--- config.mk ---
export PLATFORM = sky130hd
export DESIGN_NAME = autoneg_scheduler_flat
export DESIGN_NICKNAME = d
export VERILOG_FILES = /design/src/rtl/autoneg_scheduler_if.sv /design/src/rtl/autoneg_scheduler.sv /design/src/flat_wrapper.sv
export SDC_FILE = /design/constraint.sdc
export NUM_CORES = 1
export LEC_CHECK = 0
export BUFFER_PORTS_ARGS = -buffer_cell sky130_fd_sc_hd__buf_2
export CAP_MARGIN = 40
export CORE_ASPECT_RATIO = 1.1
export CORE_MARGIN = 5
export CORE_UTILIZATION = 55
export CTS_CLUSTER_DIAMETER = 40
export DETAILED_ROUTE_END_ITERATION = 8
export PLACE_DENSITY = 0.87
export SYNTH_ARGS = -nofsm -noshare
export SYNTH_HDL_FRONTEND = slang
export SYNTH_SLANG_ARGS = --single-unit
--- constraint.sdc ---
create_clock -name CLK16 -period 2.85 [get_ports CLK16]
set_input_delay 0.285 -clock CLK16 [delete_from_list [all_inputs] [get_ports CLK16]]
set_output_delay 0.285 -clock CLK16 [all_outputs]
set_load 0.02 [all_outputs]
--- src/rtl/autoneg_scheduler_if.sv ---
`default_nettype none
// ============================================================================
//  Module      : autoneg_scheduler_if
//  Description : Bundles the control, page and burst-handshake signals of the
//                autonegotiation scheduler.
//                slave  - scheduler side (drives burst_start, tx_lcw, status)
//                master - environment side (drives enable, restart, pages,
//                         burst_busy)
//  Signals     : enable, restart, adv_ability[15:0], rx_lcw_valid,
//                rx_lcw[15:0], burst_busy            (environment -> scheduler)
//                burst_start, tx_lcw[15:0], an_state[2:0],
//                partner_ability[15:0], an_complete  (scheduler -> environment)
//  Revision    : 1.0 - initial release
// ============================================================================
interface autoneg_scheduler_if;
   logic        enable;
   logic        restart;
   logic [15:0] adv_ability;
   logic        rx_lcw_valid;
   logic [15:0] rx_lcw;
   logic        burst_busy;
   logic        burst_start;
   logic [15:0] tx_lcw;
   logic [2:0]  an_state;
   logic [15:0] partner_ability;
   logic        an_complete;

   modport slave (
      input  enable, restart, adv_ability, rx_lcw_valid, rx_lcw, burst_busy,
      output burst_start, tx_lcw, an_state, partner_ability, an_complete
   );

   modport master (
      output enable, restart, adv_ability, rx_lcw_valid, rx_lcw, burst_busy,
      input  burst_start, tx_lcw, an_state, partner_ability, an_complete
   );
endinterface
`default_nettype wire

--- src/rtl/autoneg_scheduler.sv ---
`default_nettype none
// ============================================================================
//  Module      : autoneg_scheduler
//  Description : Base-page autonegotiation arbitration. Schedules FLP bursts
//                every BURST_INTERVAL cycles, detects the partner's ability
//                and acknowledge words, and reports link completion.
//  Ports       : CLK16 - sole clock (rising edge)
//                RST   - synchronous active-high reset
//                an    - autoneg_scheduler_if.slave bundle:
//                        enable, restart, adv_ability, rx_lcw_valid, rx_lcw,
//                        burst_busy in; burst_start, tx_lcw, an_state,
//                        partner_ability, an_complete out
//  Revision    : 1.0 - initial release
// ============================================================================
module autoneg_scheduler #(
   parameter int BURST_INTERVAL  = 256000,
   parameter int MATCH_COUNT     = 3,
   parameter int COMPLETE_BURSTS = 6
) (
   input  wire logic            CLK16,
   input  wire logic            RST,
   autoneg_scheduler_if.slave   an
);

   localparam int c_cnt_w = (BURST_INTERVAL > 1) ? $clog2(BURST_INTERVAL) : 1;
   localparam int c_mat_w = $clog2(MATCH_COUNT + 1);
   localparam int c_bst_w = $clog2(COMPLETE_BURSTS + 1);

   localparam logic [c_cnt_w-1:0] c_term        = c_cnt_w'(BURST_INTERVAL - 1);
   localparam logic [c_mat_w-1:0] c_match_tgt   = c_mat_w'(MATCH_COUNT);
   localparam logic [c_mat_w-1:0] c_match_one   = c_mat_w'(1);
   localparam logic [c_bst_w-1:0] c_bursts_tgt  = c_bst_w'(COMPLETE_BURSTS);
   localparam logic [15:0]        c_ack_mask    = 16'hBFFF;

   typedef enum logic [2:0] {
      ST_IDLE     = 3'd0,
      ST_ABILITY  = 3'd1,
      ST_ACK      = 3'd2,
      ST_COMPLETE = 3'd3,
      ST_LINK     = 3'd4
   } state_t;

   state_t               r_state;
   logic [c_cnt_w-1:0]   r_cnt;
   logic [c_mat_w-1:0]   r_match;
   logic [c_bst_w-1:0]   r_bursts;
   logic [15:0]          r_prev;
   logic [15:0]          r_partner;
   logic [15:0]          r_tx;
   logic                 r_burst_start;
   logic                 r_an_complete;

   logic [15:0]          w_rx_masked;
   logic                 w_active;
   logic                 w_at_term;
   logic                 w_bursts_done;
   logic                 w_fire;
   logic [c_mat_w-1:0]   w_ad_count;
   logic [c_mat_w-1:0]   w_ack_count;
   logic [15:0]          w_tx_word;

   assign w_rx_masked   = an.rx_lcw & c_ack_mask;
   assign w_active      = (r_state == ST_ABILITY) || (r_state == ST_ACK) ||
                          (r_state == ST_COMPLETE);
   assign w_at_term     = (r_cnt == c_term);
   // Once the last completion burst has been issued no further burst may be
   // requested while the FSM is leaving COMPLETE_ACK.
   assign w_bursts_done = (r_state == ST_COMPLETE) && (r_bursts == c_bursts_tgt);
   // A terminal count with the generator busy simply waits: the counter is
   // held at terminal so exactly one burst goes out once busy drops.
   assign w_fire        = w_active && w_at_term && !an.burst_busy && !w_bursts_done;
   assign w_ad_count    = (w_rx_masked == r_prev) ? (r_match + 1'b1) : c_match_one;
   assign w_ack_count   = r_match + 1'b1;
   assign w_tx_word     = {an.adv_ability[15], (r_state != ST_ABILITY),
                           an.adv_ability[13:0]};

   always_ff @(posedge CLK16) begin
      if (RST) begin
         r_state       <= ST_IDLE;
         r_cnt         <= '0;
         r_match       <= '0;
         r_bursts      <= '0;
         r_prev        <= '0;
         r_partner     <= '0;
         r_tx          <= '0;
         r_burst_start <= 1'b0;
         r_an_complete <= 1'b0;
      end else if (!an.enable) begin
         r_state       <= ST_IDLE;
         r_cnt         <= '0;
         r_match       <= '0;
         r_bursts      <= '0;
         r_burst_start <= 1'b0;
         r_an_complete <= 1'b0;
      end else if (an.restart) begin
         // Interval restarts preloaded at terminal so the first burst of the
         // new negotiation goes out as soon as the generator is idle.
         r_state       <= ST_ABILITY;
         r_cnt         <= c_term;
         r_match       <= '0;
         r_bursts      <= '0;
         r_partner     <= '0;
         r_burst_start <= 1'b0;
         r_an_complete <= 1'b0;
      end else begin
         // Burst scheduling uses the current state; any state change decided
         // below takes effect after this cycle.
         r_burst_start <= w_fire;
         if (w_fire) begin
            r_cnt <= '0;
            r_tx  <= w_tx_word;
            if (r_state == ST_COMPLETE) begin
               r_bursts <= r_bursts + 1'b1;
            end
         end else if (w_active && !w_at_term) begin
            r_cnt <= r_cnt + 1'b1;
         end

         case (r_state)
            ST_IDLE: begin
               r_state  <= ST_ABILITY;
               r_cnt    <= c_term;
               r_match  <= '0;
               r_bursts <= '0;
            end

            ST_ABILITY: begin
               if (an.rx_lcw_valid) begin
                  r_prev <= w_rx_masked;
                  if (w_ad_count == c_match_tgt) begin
                     r_partner <= w_rx_masked;
                     r_state   <= ST_ACK;
                     r_match   <= '0;
                  end else begin
                     r_match <= w_ad_count;
                  end
               end
            end

            ST_ACK: begin
               if (an.rx_lcw_valid) begin
                  if (w_rx_masked != r_partner) begin
                     // A different page counts as the first of a new run.
                     r_state <= ST_ABILITY;
                     r_match <= c_match_one;
                     r_prev  <= w_rx_masked;
                  end else if (an.rx_lcw[14]) begin
                     if (w_ack_count == c_match_tgt) begin
                        r_state  <= ST_COMPLETE;
                        r_match  <= '0;
                        r_bursts <= '0;
                     end else begin
                        r_match <= w_ack_count;
                     end
                  end
               end
            end

            ST_COMPLETE: begin
               if (w_bursts_done) begin
                  r_state       <= ST_LINK;
                  r_cnt         <= '0;
                  r_an_complete <= 1'b1;
               end
            end

            ST_LINK: begin
               r_cnt <= '0;
            end

            default: begin
               r_state <= ST_IDLE;
            end
         endcase
      end
   end

   assign an.burst_start     = r_burst_start;
   assign an.tx_lcw          = r_tx;
   assign an.an_state        = r_state;
   assign an.partner_ability = r_partner;
   assign an.an_complete     = r_an_complete;

endmodule
`default_nettype wire

--- src/flat_wrapper.sv ---
// flat-port wrapper written by rule: the top's interface ports become plain ports
module autoneg_scheduler_flat 
#(
   parameter int BURST_INTERVAL  = 256000,
   parameter int MATCH_COUNT     = 3,
   parameter int COMPLETE_BURSTS = 6
)
  (CLK16, RST, an_enable, an_restart, an_adv_ability, an_rx_lcw_valid, an_rx_lcw, an_burst_busy, an_burst_start, an_tx_lcw, an_an_state, an_partner_ability, an_an_complete);
  autoneg_scheduler_if an_i ();
  input  wire logic CLK16;
  input  wire logic RST;
  input wire logic [$bits(an_i.enable)-1:0] an_enable;
  input wire logic [$bits(an_i.restart)-1:0] an_restart;
  input wire logic [$bits(an_i.adv_ability)-1:0] an_adv_ability;
  input wire logic [$bits(an_i.rx_lcw_valid)-1:0] an_rx_lcw_valid;
  input wire logic [$bits(an_i.rx_lcw)-1:0] an_rx_lcw;
  input wire logic [$bits(an_i.burst_busy)-1:0] an_burst_busy;
  output wire logic [$bits(an_i.burst_start)-1:0] an_burst_start;
  output wire logic [$bits(an_i.tx_lcw)-1:0] an_tx_lcw;
  output wire logic [$bits(an_i.an_state)-1:0] an_an_state;
  output wire logic [$bits(an_i.partner_ability)-1:0] an_partner_ability;
  output wire logic [$bits(an_i.an_complete)-1:0] an_an_complete;
  assign an_i.enable = an_enable;
  assign an_i.restart = an_restart;
  assign an_i.adv_ability = an_adv_ability;
  assign an_i.rx_lcw_valid = an_rx_lcw_valid;
  assign an_i.rx_lcw = an_rx_lcw;
  assign an_i.burst_busy = an_burst_busy;
  assign an_burst_start = an_i.burst_start;
  assign an_tx_lcw = an_i.tx_lcw;
  assign an_an_state = an_i.an_state;
  assign an_partner_ability = an_i.partner_ability;
  assign an_an_complete = an_i.an_complete;
  autoneg_scheduler #(.BURST_INTERVAL(BURST_INTERVAL), .MATCH_COUNT(MATCH_COUNT), .COMPLETE_BURSTS(COMPLETE_BURSTS)) u_core (.CLK16(CLK16), .RST(RST), .an(an_i));
endmodule
== Yosys cells after proc, flatten, opt, wreduce, memory -nomap -nowiden ==
Index checks and enable logic that the tools add are counted.
Operators by class
  bitwise operators: 3
  equal/unequal tests: 25
  reduce and logical (&&, ||, !) cells: 25
  add/subtract/negate cells: 3
  muxes and demuxes: 37
Operators by type and width (count)
  two-way mux 16 bit: 7
  two-way mux 18 bit: 4
  case mux 18 bit (3 select lines): 1
  two-way mux 3 bit: 13
  case mux 16 bit (2 select lines): 1
  adder 18 x 1 -> 18 bit (second input constant): 1
  == test 18 bit (second input constant): 1
  == test 16 bit: 1
  != test 16 bit: 1
  != test 3 bit (second input constant): 5
  case mux 3 bit (5 select lines): 1
  two-way mux 2 bit: 7
  AND reduction 7 bit: 2
  != test 2 bit (second input constant): 5
  != test 4 bit (second input constant): 2
  AND reduction 4 bit: 2
  nonzero test 2 bit: 4
  == test 3 x 2 -> 1 bit (second input constant): 2
  == test 3 bit (second input constant): 2
  case mux 2 bit (3 select lines): 1
  case mux 3 bit (2 select lines): 1
  AND reduction 6 bit: 1
  logical AND 1 bit: 5
  == test 2 bit (second input constant): 2
  other kinds (16): 21
Word-level totals
  output and inout bits: 37
  register bits: 76

== Longest topological paths before layout ==
Gate-level depths: netlist of run 1.
  depth after elaboration: 12
  gate-level depth with buffers: 9

== Worst setup path after synthesis of run 1 ==
OpenSTA, ideal clock, no wires.
  path type: reg2reg
  start: reg u_core.r_match[0]
  end: reg u_core.r_partner[10] (netlist: u_core.an.partner_ability[10])
  path slack: 0.796 ns
  arrival: 1.997 ns
  buffers on the path: 1
  cell stages (with the launch flop): 9
  path through: dfxtp_1 -> inv_1 -> ha_1 -> nor4b_1 -> nand4_1 -> nor2_1 -> a211oi_1 -> clkbuf_1 -> a21o_1
Between the ends
  word-level cells in the longest chain between the ends: 5
RTL lines
  from (decl): line autoneg_scheduler.sv:45  | logic [c_mat_w-1:0] r_match;
  from (signal assigned): line autoneg_scheduler.sv:135  | r_match <= w_ad_count;
  from (signal assigned): line autoneg_scheduler.sv:145  | r_match <= c_match_one;
  from (signal assigned): line autoneg_scheduler.sv:153  | r_match <= w_ack_count;
  adder 2 x 1 -> 2 bit: line autoneg_scheduler.sv:72  | assign w_ad_count = (w_rx_masked == r_prev) ? (r_match + 1'b1) : c_match_one;
  two-way mux 2 bit: line autoneg_scheduler.sv:72
  == test 2 bit: line autoneg_scheduler.sv:130  | if (w_ad_count == c_match_tgt) begin
  nonzero test 2 bit (no source line)
  AND reduction 4 bit (no source line)
  to (signal assigned): line autoneg_scheduler.sv:131  | r_partner <= w_rx_masked;
  to (decl): line autoneg_scheduler.sv:48  | logic [15:0] r_partner;
Every way passes these cells.
A chain may end at the register's enable or synchronous reset.

== Worst setup path after layout of run 1 ==
  start: reg u_core.r_match[0]
  end: reg u_core.r_partner[4] (netlist: u_core.an.partner_ability[4])
The elaborated chain is that of the path after synthesis.

==> summary.md, run 1 <==
| Metric | Value |
|---|---|
| Post-CTS Setup Repair Bufs | 0 |
| H-Tree Depth | 3 |
| Worst-path clk slew | ~0.08 ns |
| Total Die Area | approximately 0.0083 sq mm |
| Total Routing Usage GR | 0.201 |
| Max incr delay on CP | a little under 0.6 ns |
| First-pass GRT wire length | 13.1 mm |
| Synth warn | 0 |
| Starting DRT DRC Count | 156 |
| Part of the cycle the worst path needs | 0.875 |
| Main synth FF type | dfxtp_1 |
| Routed len/inst | 14.6 um |
| F_max | approximately 0.40 GHz |
| CP Launch Type | flop |
| Latest clock arrival within the worst-skew pair | about 0.35 ns |
| RePlAce Congestion | 0.877 |
| Via-to-Cell Ratio | about 5.6 |
| Gate Count Post-Synth | slightly below 400 |
| FILL cells | between 500 and 600 |
| CTS Buf Count | 9 |
| Final setup violation count | 0 |
| Final #Nets | between 500 and 600 |
| Post-synth cell types | 50 |
| Syn Area/Cell | 9.24 sq um |
| Max cap viols | 0 |
| Crit Path Class | flop to flop |
| Layout cells sized above 1 | 0.215 |
| Worst setup margin | roughly 0.36 ns |
| Die width | 87.1 um |
| Total routed wirelength | around 8.0 mm |
| Drc violations | 0 |
| Hold WS | between 0.15 and 0.2 ns |
| Initial antenna violation count | 0 |
| Critical path fanouts, max | 15 |
| Worst path slowest cell | nand3b_1 |
| Via Count | around 3k |
| Pre-CTS WS | ~0.35 ns |
| Status | finished, final reports clean |
| Post-DRT Antenna Nets | 0 |
| P_leak | approximately 2.1 nW |
| P per Cell Area | approximately 520 mW/mm^2 |
| HPWL after detailed placement | between 5 and 6 mm |
| Total power | 2.22 mW |
| Setup TNS | 0 ns |
| WP data required | ~3.2 ns |
| Clock Skews | 0.0101 ns |
| Clock root cell | clkbuf_8 |
| Crit-path cells | inv_1 -> ha_1 -> nor4b_1 -> nand4_1 -> nand3b_1 -> nor3b_1 -> a21o_1 |
| Synthesized area | approximately 0.0036 sq mm |
| Final core utilization | 0.658 |
| Port-buffer cells | 72 |
| Post-CTS resize count | 0 |
| Sequential fraction of the synthesis area | 0.412 |
| Syn_nets | approximately 430 |
| DR pass1 iterations | 4 |
| Initial core utilization | 0.555 |
| N_diodes | 0 |
| Core Area | 0.00648 sq mm |
| Critical Path Sink Type | flop |
| Final Hold Viols | 0 |
| Clock tree buffer depth | 2 |
| Synth-to-layout area growth | 18.5% |
| Final Slew Violations | 0 |
| Rel. slew slack | 0.555 |
| RSZ-0062 raised after global routing | no |
| Ports | 75 |
| Rows | 31 |
| Worst Max-Slew Pin Slew | around 0.66 ns |
| Total grt overflow | 0 |
| Min Tclk post-route | ~2.5 ns |
| Clock tree sinks | 74 |
| Number of synthesized register bits | between 70 and 80 |
| Hold_buf cts | 0 |
| Number of global-route vias before repair | between 2k and 3k |
| Largest net degree at the start of global routing | 48 |
| Die H | ~95 um |
| FFs w/ async S/R, synth | 0 |
| Hold crit path type | input port to flop |
| EDFF count, synth | 0 |
| Arr. time, crit path | between 2 and 3 ns |
| Worst vdd ir | between 0.0003 and 0.0004 V |
| CTS tree | built |
==> worst max-delay path, delay by kind of cell, from the launching register on <==
kind	cells	cell delay (ns)
buffers and inverters	1	0.14
and+or+nand+nor	4	1.42
adders and majority gates	1	0.33
AOI/OAI and AO/OA	1	0.12
DFF	1	0.44
==> metal layers <==
layer,track usage,share of wire,vias to the layer above
met5,0,0,-
met4,0.0974,0.022,0
met3,0.0419,0.046,18
met2,0.354,0.51,78
met1,0.228,0.42,1455
li1,-,-,1510
==> state kept, by name (all words and copies together), names as in the netlist, 2 cells and up <==
signal	cells
u_core.r_prev	15
u_core.an.partner_ability	15
u_core.r_match	2
u_core.r_bursts	3
u_core.an.tx_lcw	16
u_core.r_cnt	18
u_core.an.an_state	3
==> cell usage in the layout, fill, tap and decap left out, types with 2 or more instances in the layout <==
cell       synthesis  final
nand3b_1           3      3
nor2_1            59     59
o21bai_1           3      3
nand2_1           11     11
clkbuf_8           0      9
a21o_1            16     16
or3_1              4      4
dfxtp_1           74     74
xnor2_1           14     14
nand3_1            6      6
buf_2              3     72
nand2b_1           4      4
nand4_1           10     10
o21ai_0           11     11
a31oi_1            2      2
nor2b_1            2      2
nor3_1             9      9
mux2i_1           32     32
bufinv_16          0      3
clkinv_4           0      2
o21ai_1            5      5
o21a_1             3      3
a211oi_1           3      2
ha_1               6      6
buf_4              3      5
o311ai_0           2      2
xor2_1            34     34
inv_1              6      6
and2_1             3      3
nor4b_1            2      2
a21oi_1            4      4
nor3b_1           16     16
nor4_1            11     11
==> report_power, final <==
part           switching [mW]  internal (mW)  leakage (nW)
clock network           0.395          0.585         0.117
registers              0.0244           1.05         0.601
logic                  0.0955         0.0696          1.38
total                   0.515           1.71          2.09
==> area by class of cell <==
| type | count | area (sq um) | share of cell area |
|---|---|---|---|
| clock buffers | 10 | 128 | 0.0300 |
| clock inverters | 6 | 115 | 0.0270 |
| inverters | 6 | 22.5 | 0.00529 |
| multi-input cells | 293 | 2010 | 0.473 |
| flip-flops and latches | 74 | 1480 | 0.348 |
| well taps | 82 | 103 | 0.0241 |
| repair buffers | 77 | 398 | 0.0934 |
==> synthesized netlist by cell type, types with 4 or more instances <==
cell type / count / area [sq um]
dfxtp_1: 74 / 1480
nor2_1: 59 / 221
xor2_1: 34 / 298
mux2i_1: 32 / 320
a21o_1: 16 / 120
nor3b_1: 16 / 120
xnor2_1: 14 / 123
nand2_1: 11 / 41.3
nor4_1: 11 / 68.8
o21ai_0: 11 / 55.1
nand4_1: 10 / 62.6
clkbuf_1: 9 / 33.8
nor3_1: 9 / 45.0
ha_1: 6 / 75.1
inv_1: 6 / 22.5
nand3_1: 6 / 30.0
o21ai_1: 5 / 25.0
a21oi_1: 4 / 20.0
nand2b_1: 4 / 25.0
or3_1: 4 / 25.0
==> stage by stage <==
step                cells  area, sq um
floorplan             389         3590
global placement      531         4010
detailed placement    532         4020
CTS                   548         4260
global route          548         4260
finish                548         4260
==> cell families after synthesis <==
group,count (synthesis),synth area share
flip-flops,74,0.412
other,1,0.00104
buffers and inverters,22,0.0292
AO/OA/AOI/OAI,56,0.107
multiplexers,32,0.0891
adder cells (fa/ha/maj),6,0.0209
AND/OR/NAND/NOR,150,0.223
XOR/XNOR,48,0.117
==> path summary, 6_finish.rpt <==
| kind | depth (start not counted) | end | slack (ns) | from |
|---|---|---|---|---|
| max | 7 | u_core.an.partner_ability[4] | 0.36 | u_core.r_match[0] |
| min | 3 | u_core.an.tx_lcw[5] | 0.17 | an_adv_ability[5] |
| max reg2reg | 7 | u_core.an.partner_ability[4] | 0.36 | u_core.r_match[0] |
| min reg2reg | 2 | u_core.an.an_complete | 0.48 | u_core.an.an_complete |
Note: power is estimated with default switching activity, not from simulation.
==> run 2, diff against run 1 <==
BUFFER_PORTS_ARGS = default   (was -buffer_cell sky130_fd_sc_hd__buf_2)
CORE_UTILIZATION = 35   (was 55)
DONT_BUFFER_PORTS = 1   (was default)
PLACE_DENSITY = 0.56   (was 0.87)
==> summary.md, run 2 (synthesis gave the netlist of run 1 again) <==
| Metric | Value |
|---|---|
| Status | finished, final reports clean (unchanged) |
| Pre-CTS WS | 0.407 ns (was 0.355 ns) |
| Max cap viols | 0 (unchanged) |
| RePlAce Congestion | 0.803 (was 0.877) |
| Final Slew Violations | 0 (unchanged) |
| Post-DRT Antenna Nets | 0 (unchanged) |
| N_diodes | 0 (unchanged) |
| CP Launch Type | flop (unchanged) |
| WP data required | 3.09 ns (was 3.15 ns) |
| Die width | 107 um (was 87.1 um) |
| Most frequent cells in the layout | dfxtp_1, nor2_1, xor2_1 (was dfxtp_1, buf_2, nor2_1) |
| Final #Nets | 436 (was 505) |
| Initial core utilization | 0.362 (was 0.555) |
| CTS Buf Count | 9 (unchanged) |
| Total power | 2.10 mW (was 2.22 mW) |
| GR peak layer | met2 (unchanged) |
| Number of global-route vias before repair | 2622 (was 2935) |
| Crit Path Class | flop to flop (unchanged) |
| Synth-to-layout area growth | 10.2% (was 18.5%) |
| Core Area | 0.00994 sq mm (was 0.00648 sq mm) |
| Ports | 75 (unchanged) |
| FF-to-FF Start | u_core.an.partner_ability[2] (was u_core.r_match[0]) |
| Total Routing Usage GR | 0.136 (was 0.201) |
| Max reg flops | 18 (unchanged) |
| DR pass1 iterations | 5 (was 4) |
| Starting DRT DRC Count | 60 (was 156) |
| Worst Max-Slew Pin Slew | 0.668 ns (was 0.659 ns) |
| Worst-path clk slew | 0.08 ns (about the same) |
| Met3 Resource Use GR | 0.0685 (was 0.0419) |
| Cells on worst reg2reg path | 7 (unchanged) |
| Crit-path cells | xor2_1 -> nor4_1 -> nand4_1 -> a21oi_2 -> buf_4 -> mux2i_1 -> nor2_1 (was inv_1 -> ha_1 -> nor4b_1 -> nand4_1 -> nand3b_1 -> nor3b_1 -> a21o_1) |
| Setup TNS | 0 ns (unchanged) |
| Most common cell after layout, fill and taps aside | dfxtp_1 (unchanged) |
| Latest clock arrival within the worst-skew pair | 0.35 ns (about the same) |
| Total routed wirelength | 8.23 mm (was 8.02 mm) |
| Worst setup margin | 0.423 ns (was 0.357 ns) |
| Via Count | 2701 (was 3061) |
| CTS tree | built (unchanged) |
| H-Tree Depth | 3 (unchanged) |
| P per Cell Area | 530 mW/mm^2 (was 522 mW/mm^2) |
| Met2 Track Usage GR | 0.223 (was 0.354) |
| F_max | 0.412 GHz (was 0.401 GHz) |
| Total grt overflow | 0 (unchanged) |
| Clock Skews | 0.0124 ns (was 0.0101 ns) |
| Min Tclk post-route | 2.43 ns (was 2.49 ns) |
| Worst Hold Launch | an_rx_lcw[12] (was an_adv_ability[5]) |
| Arr. time, crit path | 2.66 ns (was 2.79 ns) |
| Largest net degree at the start of global routing | 33 (was 48) |
| Hold path cells | 2 (was 3) |
| RSZ-0062 raised after global routing | no (unchanged) |
| Worst r2r dst | u_core.r_prev[0] (was u_core.an.partner_ability[4]) |
| Worst path slowest cell | dfxtp_1 (was nand3b_1) |
| HPWL after detailed placement | 5.97 mm (was 5.77 mm) |
| Layout cells sized above 1 | 0.0758 (was 0.215) |
| GR Util met1 | 0.154 (was 0.228) |
| Clock root cell | clkbuf_8 (unchanged) |
| P_leak | 1.76 nW (was 2.09 nW) |
| Placed cells | 500 (was 532) |
| Post-CTS Setup Repair Bufs | 0 (unchanged) |
| Die H | 116 um (was 94.8 um) |
| Initial antenna violation count | 0 (unchanged) |
| Critical path fanouts, max | 15 (unchanged) |
| Rows | 38 (was 31) |
| Port-buffer cells | 0 (was 72) |
| Final Hold Viols | 0 (unchanged) |
| Via-to-Cell Ratio | 5.23 (was 5.59) |
| Routed len/inst | 15.9 um (was 14.6 um) |
| Critical Path Sink Type | flop (unchanged) |
| Biggest register | u_core.r_cnt (unchanged) |
| Rel. slew slack | 0.548 (was 0.555) |
| Total Die Area | 0.0124 sq mm (was 0.00825 sq mm) |
| Final setup violation count | 0 (unchanged) |
| Final Non-Filler Cells | 516 (was 548) |
| R2R setup slack | 0.42 ns (was 0.36 ns) |
| Clock tree buffer depth | 2 (unchanged) |
| Clock tree sinks | 74 (unchanged) |
| Hold crit path type | input port to flop (unchanged) |
| Max incr delay on CP | 0.51 ns (was 0.58 ns) |
| Drc violations | 0 (unchanged) |
| First-pass GRT wire length | 13.2 mm (was 13.1 mm) |
| Worst Hold End | u_core.r_prev[12] (was u_core.an.tx_lcw[5]) |
| Worst vdd ir | 0.000294 V (was 0.000353 V) |
| Part of the cycle the worst path needs | 0.852 (was 0.875) |
## run 2: layout make-up
type | count | area [sq um]
inverters | 6 | 22.5
flip-flops and latches | 74 | 1480
fillers | 1004 | 5980
multi-input cells | 293 | 2010
well taps | 120 | 150
clock buffers | 11 | 141
clock inverters | 4 | 76.3
repair buffers | 8 | 76.3
## run 2: repair_timing
item	4_1_cts	5_1_grt
hold buffers	1	0
endpoints found under the hold margin	32	0
gates resized for setup	0	0
## run 2: routing by layer
layer | vias to the layer above | wire length (um)
met5 | - | 0
met4 | 0 | 133
met3 | 8 | 645
met2 | 55 | 3920
met1 | 1264 | 3530
li1 | 1374 | -
## run 2: worst max-delay path by stage
stage | from | endpoint | slack, ns | cells past startpoint
after global routing | u_core.an.partner_ability[2] | u_core.r_prev[0] | 0.25 | 7
after detailed placement | u_core.an.partner_ability[2] | u_core.r_prev[0] | 0.41 | 7
after global placement | u_core.r_match[0] | u_core.an.partner_ability[0] | 0.45 | 7
after floorplan | u_core.r_match[0] | u_core.an.partner_ability[10] | 0.80 | 8
final | u_core.an.partner_ability[2] | u_core.r_prev[0] | 0.42 | 7
after CTS | u_core.an.partner_ability[2] | u_core.r_prev[0] | 0.39 | 7
## run 2: power by group
part | internal [mW] | switching, mW | leakage, nW | total, mW
clock network | 0.514 | 0.387 | 0.106 | 0.901
registers | 1.05 | 0.0253 | 0.601 | 1.08
logic | 0.0552 | 0.0662 | 1.06 | 0.121
total | 1.62 | 0.478 | 1.76 | 2.10
## run 2: per-stage QoR
stage               cell area [sq um]  hold slack, ns   util
finish                           3960          0.0833  0.399
CTS                              3960          0.0585  0.399
detailed placement               3720           0.365  0.375
global route                     3960          0.0485  0.399
floorplan                        3590           0.429      -
global placement                 3710           0.363  0.374
## run 2: critical path: cells and delay by family, from the launching register on
family,cells,cell delay [ns]
compound gates,1,0.21
xor+xnor,1,0.14
buf+inv,1,0.29
flops,1,0.51
mux,1,0.24
simple gates,3,0.92
==> run 3, diff against run 2 <==
GPL_TIMING_DRIVEN = 0   (was default)
==> summary.md, run 3 (synthesis gave the netlist of run 1 again) <==
| Metric | Value |
|---|---|
| Met1 Wirelength | 3.61 mm (was 3.53 mm) |
| CTS Buf Count | 9 (unchanged) |
| P per Cell Area | 547 mW/mm^2 (was 530 mW/mm^2) |
| Number of global-route vias before repair | 2814 (was 2622) |
| Total grt overflow | 0 (unchanged) |
| Final #Nets | 444 (was 436) |
| Status | finished, final reports clean (unchanged) |
| Total net switching power | 498 uW (was 478 uW) |
| Most common cell after layout, fill and taps aside | dfxtp_1 (unchanged) |
| Highest metal layer with signal wires | met4 (unchanged) |
| Final Slew Violations | 0 (unchanged) |
| Crit-path cells | buf_2 -> or3b_2 -> nor2_1 -> nand3b_1 -> clkbuf_1 -> nor3b_1 -> a21o_1 (was xor2_1 -> nor4_1 -> nand4_1 -> a21oi_2 -> buf_4 -> mux2i_1 -> nor2_1) |
| FILL cells | 1018 (was 1004) |
| RePlAce Congestion | 0.780 (was 0.803) |
| Part of the cycle the worst path needs | 0.898 (was 0.852) |
| Metal2 WL | 4.09 mm (was 3.92 mm) |
| FF-to-FF Start | u_core.an.an_state[0] (was u_core.an.partner_ability[2]) |
| Min Tclk post-route | 2.56 ns (was 2.43 ns) |
| Starting DRT DRC Count | 72 (was 60) |
| H-Tree Depth | 3 (unchanged) |
| Worst r2r dst | u_core.an.partner_ability[13] (was u_core.r_prev[0]) |
| Arr. time, crit path | 2.86 ns (was 2.66 ns) |
| Total Routing Usage GR | 0.141 (was 0.136) |
| Initial antenna violation count | 0 (unchanged) |
| Largest net degree at the start of global routing | 14 (was 33) |
| Core Area | 0.00994 sq mm (unchanged) |
| Max incr delay on CP | 0.51 ns (about the same) |
| Biggest register | u_core.r_cnt (unchanged) |
| Latest clock arrival within the worst-skew pair | 0.35 ns (about the same) |
| Clock tree sinks | 74 (unchanged) |
| Worst path slowest cell | dfxtp_1 (unchanged) |
| P_leak | 1.77 nW (was 1.76 nW) |
| Switching Fraction | 0.228 (about the same) |
| Hold path cells | 2 (unchanged) |
| Hold crit path type | input port to flop (unchanged) |
| Synth-to-layout area growth | 11.3% (was 10.2%) |
| Via-to-Cell Ratio | 5.23 (about the same) |
| CTS tree | built (unchanged) |
| Internal | 1.69 mW (was 1.62 mW) |
| Most frequent cells in the layout | dfxtp_1, nor2_1, xor2_1 (unchanged) |
| Max reg flops | 18 (unchanged) |
| Critical path fanouts, max | 10 (was 15) |
| Final Hold Viols | 0 (unchanged) |
| Final setup violation count | 0 (unchanged) |
| DR pass1 iterations | 4 (was 5) |
| Critical Path Sink Type | flop (unchanged) |
| Ports | 75 (unchanged) |
| First-pass GRT wire length | 13.8 mm (was 13.2 mm) |
| Comb power frac | 0.058 (about the same) |
| Rows | 38 (unchanged) |
| Crit Path Class | flop to flop (unchanged) |
| Clock tree buffer depth | 2 (unchanged) |
| Clock Skews | 0.0125 ns (was 0.0124 ns) |
| Final Non-Filler Cells | 525 (was 516) |
| Via Count | 2744 (was 2701) |
| Port-buffer cells | 0 (unchanged) |
| Total power | 2.19 mW (was 2.10 mW) |
| Worst Max-Slew Pin Slew | 0.691 ns (was 0.668 ns) |
| HPWL after detailed placement | 6.47 mm (was 5.97 mm) |
| Worst Hold End | u_core.r_prev[11] (was u_core.r_prev[12]) |
| Cells on worst reg2reg path | 7 (unchanged) |
| Sequential group share of total power | 0.491 (was 0.513) |
| RSZ-0062 raised after global routing | no (unchanged) |
| Layout cells sized above 1 | 0.0741 (was 0.0758) |
| F_max | 0.391 GHz (was 0.412 GHz) |
| Worst Hold Launch | an_rx_lcw[11] (was an_rx_lcw[12]) |
| WP data required | 3.15 ns (was 3.09 ns) |
| CP Launch Type | flop (unchanged) |
| Post-DRT Antenna Nets | 0 (unchanged) |
| Worst setup margin | 0.291 ns (was 0.423 ns) |
| Worst vdd ir | 0.000234 V (was 0.000294 V) |
| Worst-path clk slew | 0.08 ns (about the same) |
| Routed len/inst | 16.1 um (was 15.9 um) |
| Placed cells | 509 (was 500) |
| R2R setup slack | 0.29 ns (was 0.42 ns) |
| Die H | 116 um (unchanged) |
| Clock root cell | clkbuf_8 (unchanged) |
| Initial core utilization | 0.362 (unchanged) |
| Clock power share | 0.450 (was 0.429) |
| N_diodes | 0 (unchanged) |
| Total routed wirelength | 8.46 mm (was 8.23 mm) |
| Pre-CTS WS | 0.134 ns (was 0.407 ns) |
| Total Die Area | 0.0124 sq mm (unchanged) |
| Setup TNS | 0 ns (unchanged) |
| Hold_buf cts | 0 (was 1) |
| Rel. slew slack | 0.538 (was 0.548) |
| Die width | 107 um (unchanged) |
| WL met3 | 612 um (was 645 um) |
| Drc violations | 0 (unchanged) |
| Max cap viols | 0 (unchanged) |
run 3: power groups by stage:
stage	Sequential, mW	Combinational [mW]	Clock [mW]
after global placement	1.10	0.127	0
after global routing	1.08	0.144	1.07
after detailed placement	1.10	0.128	0
after CTS	1.08	0.129	1.02
final	1.08	0.128	0.986
after floorplan	1.10	0.101	0
run 3: critical path, delay by kind of cell (launching register included):
kind	cells	cell delay, ns
AND/OR/NAND/NOR	4	1.30
buffers and inverters	2	0.60
flip-flops	1	0.51
AO/OA/AOI/OAI	1	0.11
run 3: final cells by class:
type	instances	area (sq um)	area share
Multi-Input combinational cell	293	2020	0.505
Sequential cell	74	1480	0.370
Tap cell	120	150	0.0375
Clock buffer	10	128	0.0319
Clock inverter	6	115	0.0288
Buffer	16	82.6	0.0206
Inverter	6	22.5	0.00563
run 3: worst max-delay path by stage:
stage                                startpoint                            end  slack [ns]  cells after the start
after floorplan               u_core.r_match[0]  u_core.an.partner_ability[10]        0.80                      8
after global placement        u_core.r_match[0]   u_core.an.partner_ability[4]        0.15                      8
after detailed placement      u_core.r_match[0]  u_core.an.partner_ability[13]        0.13                      8
after CTS                     u_core.r_match[0]   u_core.an.partner_ability[6]        0.11                      8
after global routing      u_core.an.an_state[0]   u_core.an.partner_ability[4]        0.08                      7
final                     u_core.an.an_state[0]  u_core.an.partner_ability[13]        0.29                      7
run 3: repair_timing:
| action | 4_1_cts | 5_1_grt |
|---|---|---|
| setup endpoints to repair | 0 | 11 |
| resized for setup | 0 | 2 |
| buffers inserted | 0 | 0 |
run 3: through the flow:
stage	hold slack, ns	cell area (sq um)	util
floorplan	0.429	3590	-
global placement	0.433	3740	0.377
detailed placement	0.441	3740	0.377
CTS	0.0582	3990	0.401
global route	0.0576	4000	0.403
finish	0.0793	4000	0.403
run 3: per-layer routing:
layer  global-route usage  vias to the layer above
met1                0.159                     1267
met5                    0                        -
met2                0.240                       68
met4               0.0588                        0
met3               0.0547                       13
li1                     -                     1396
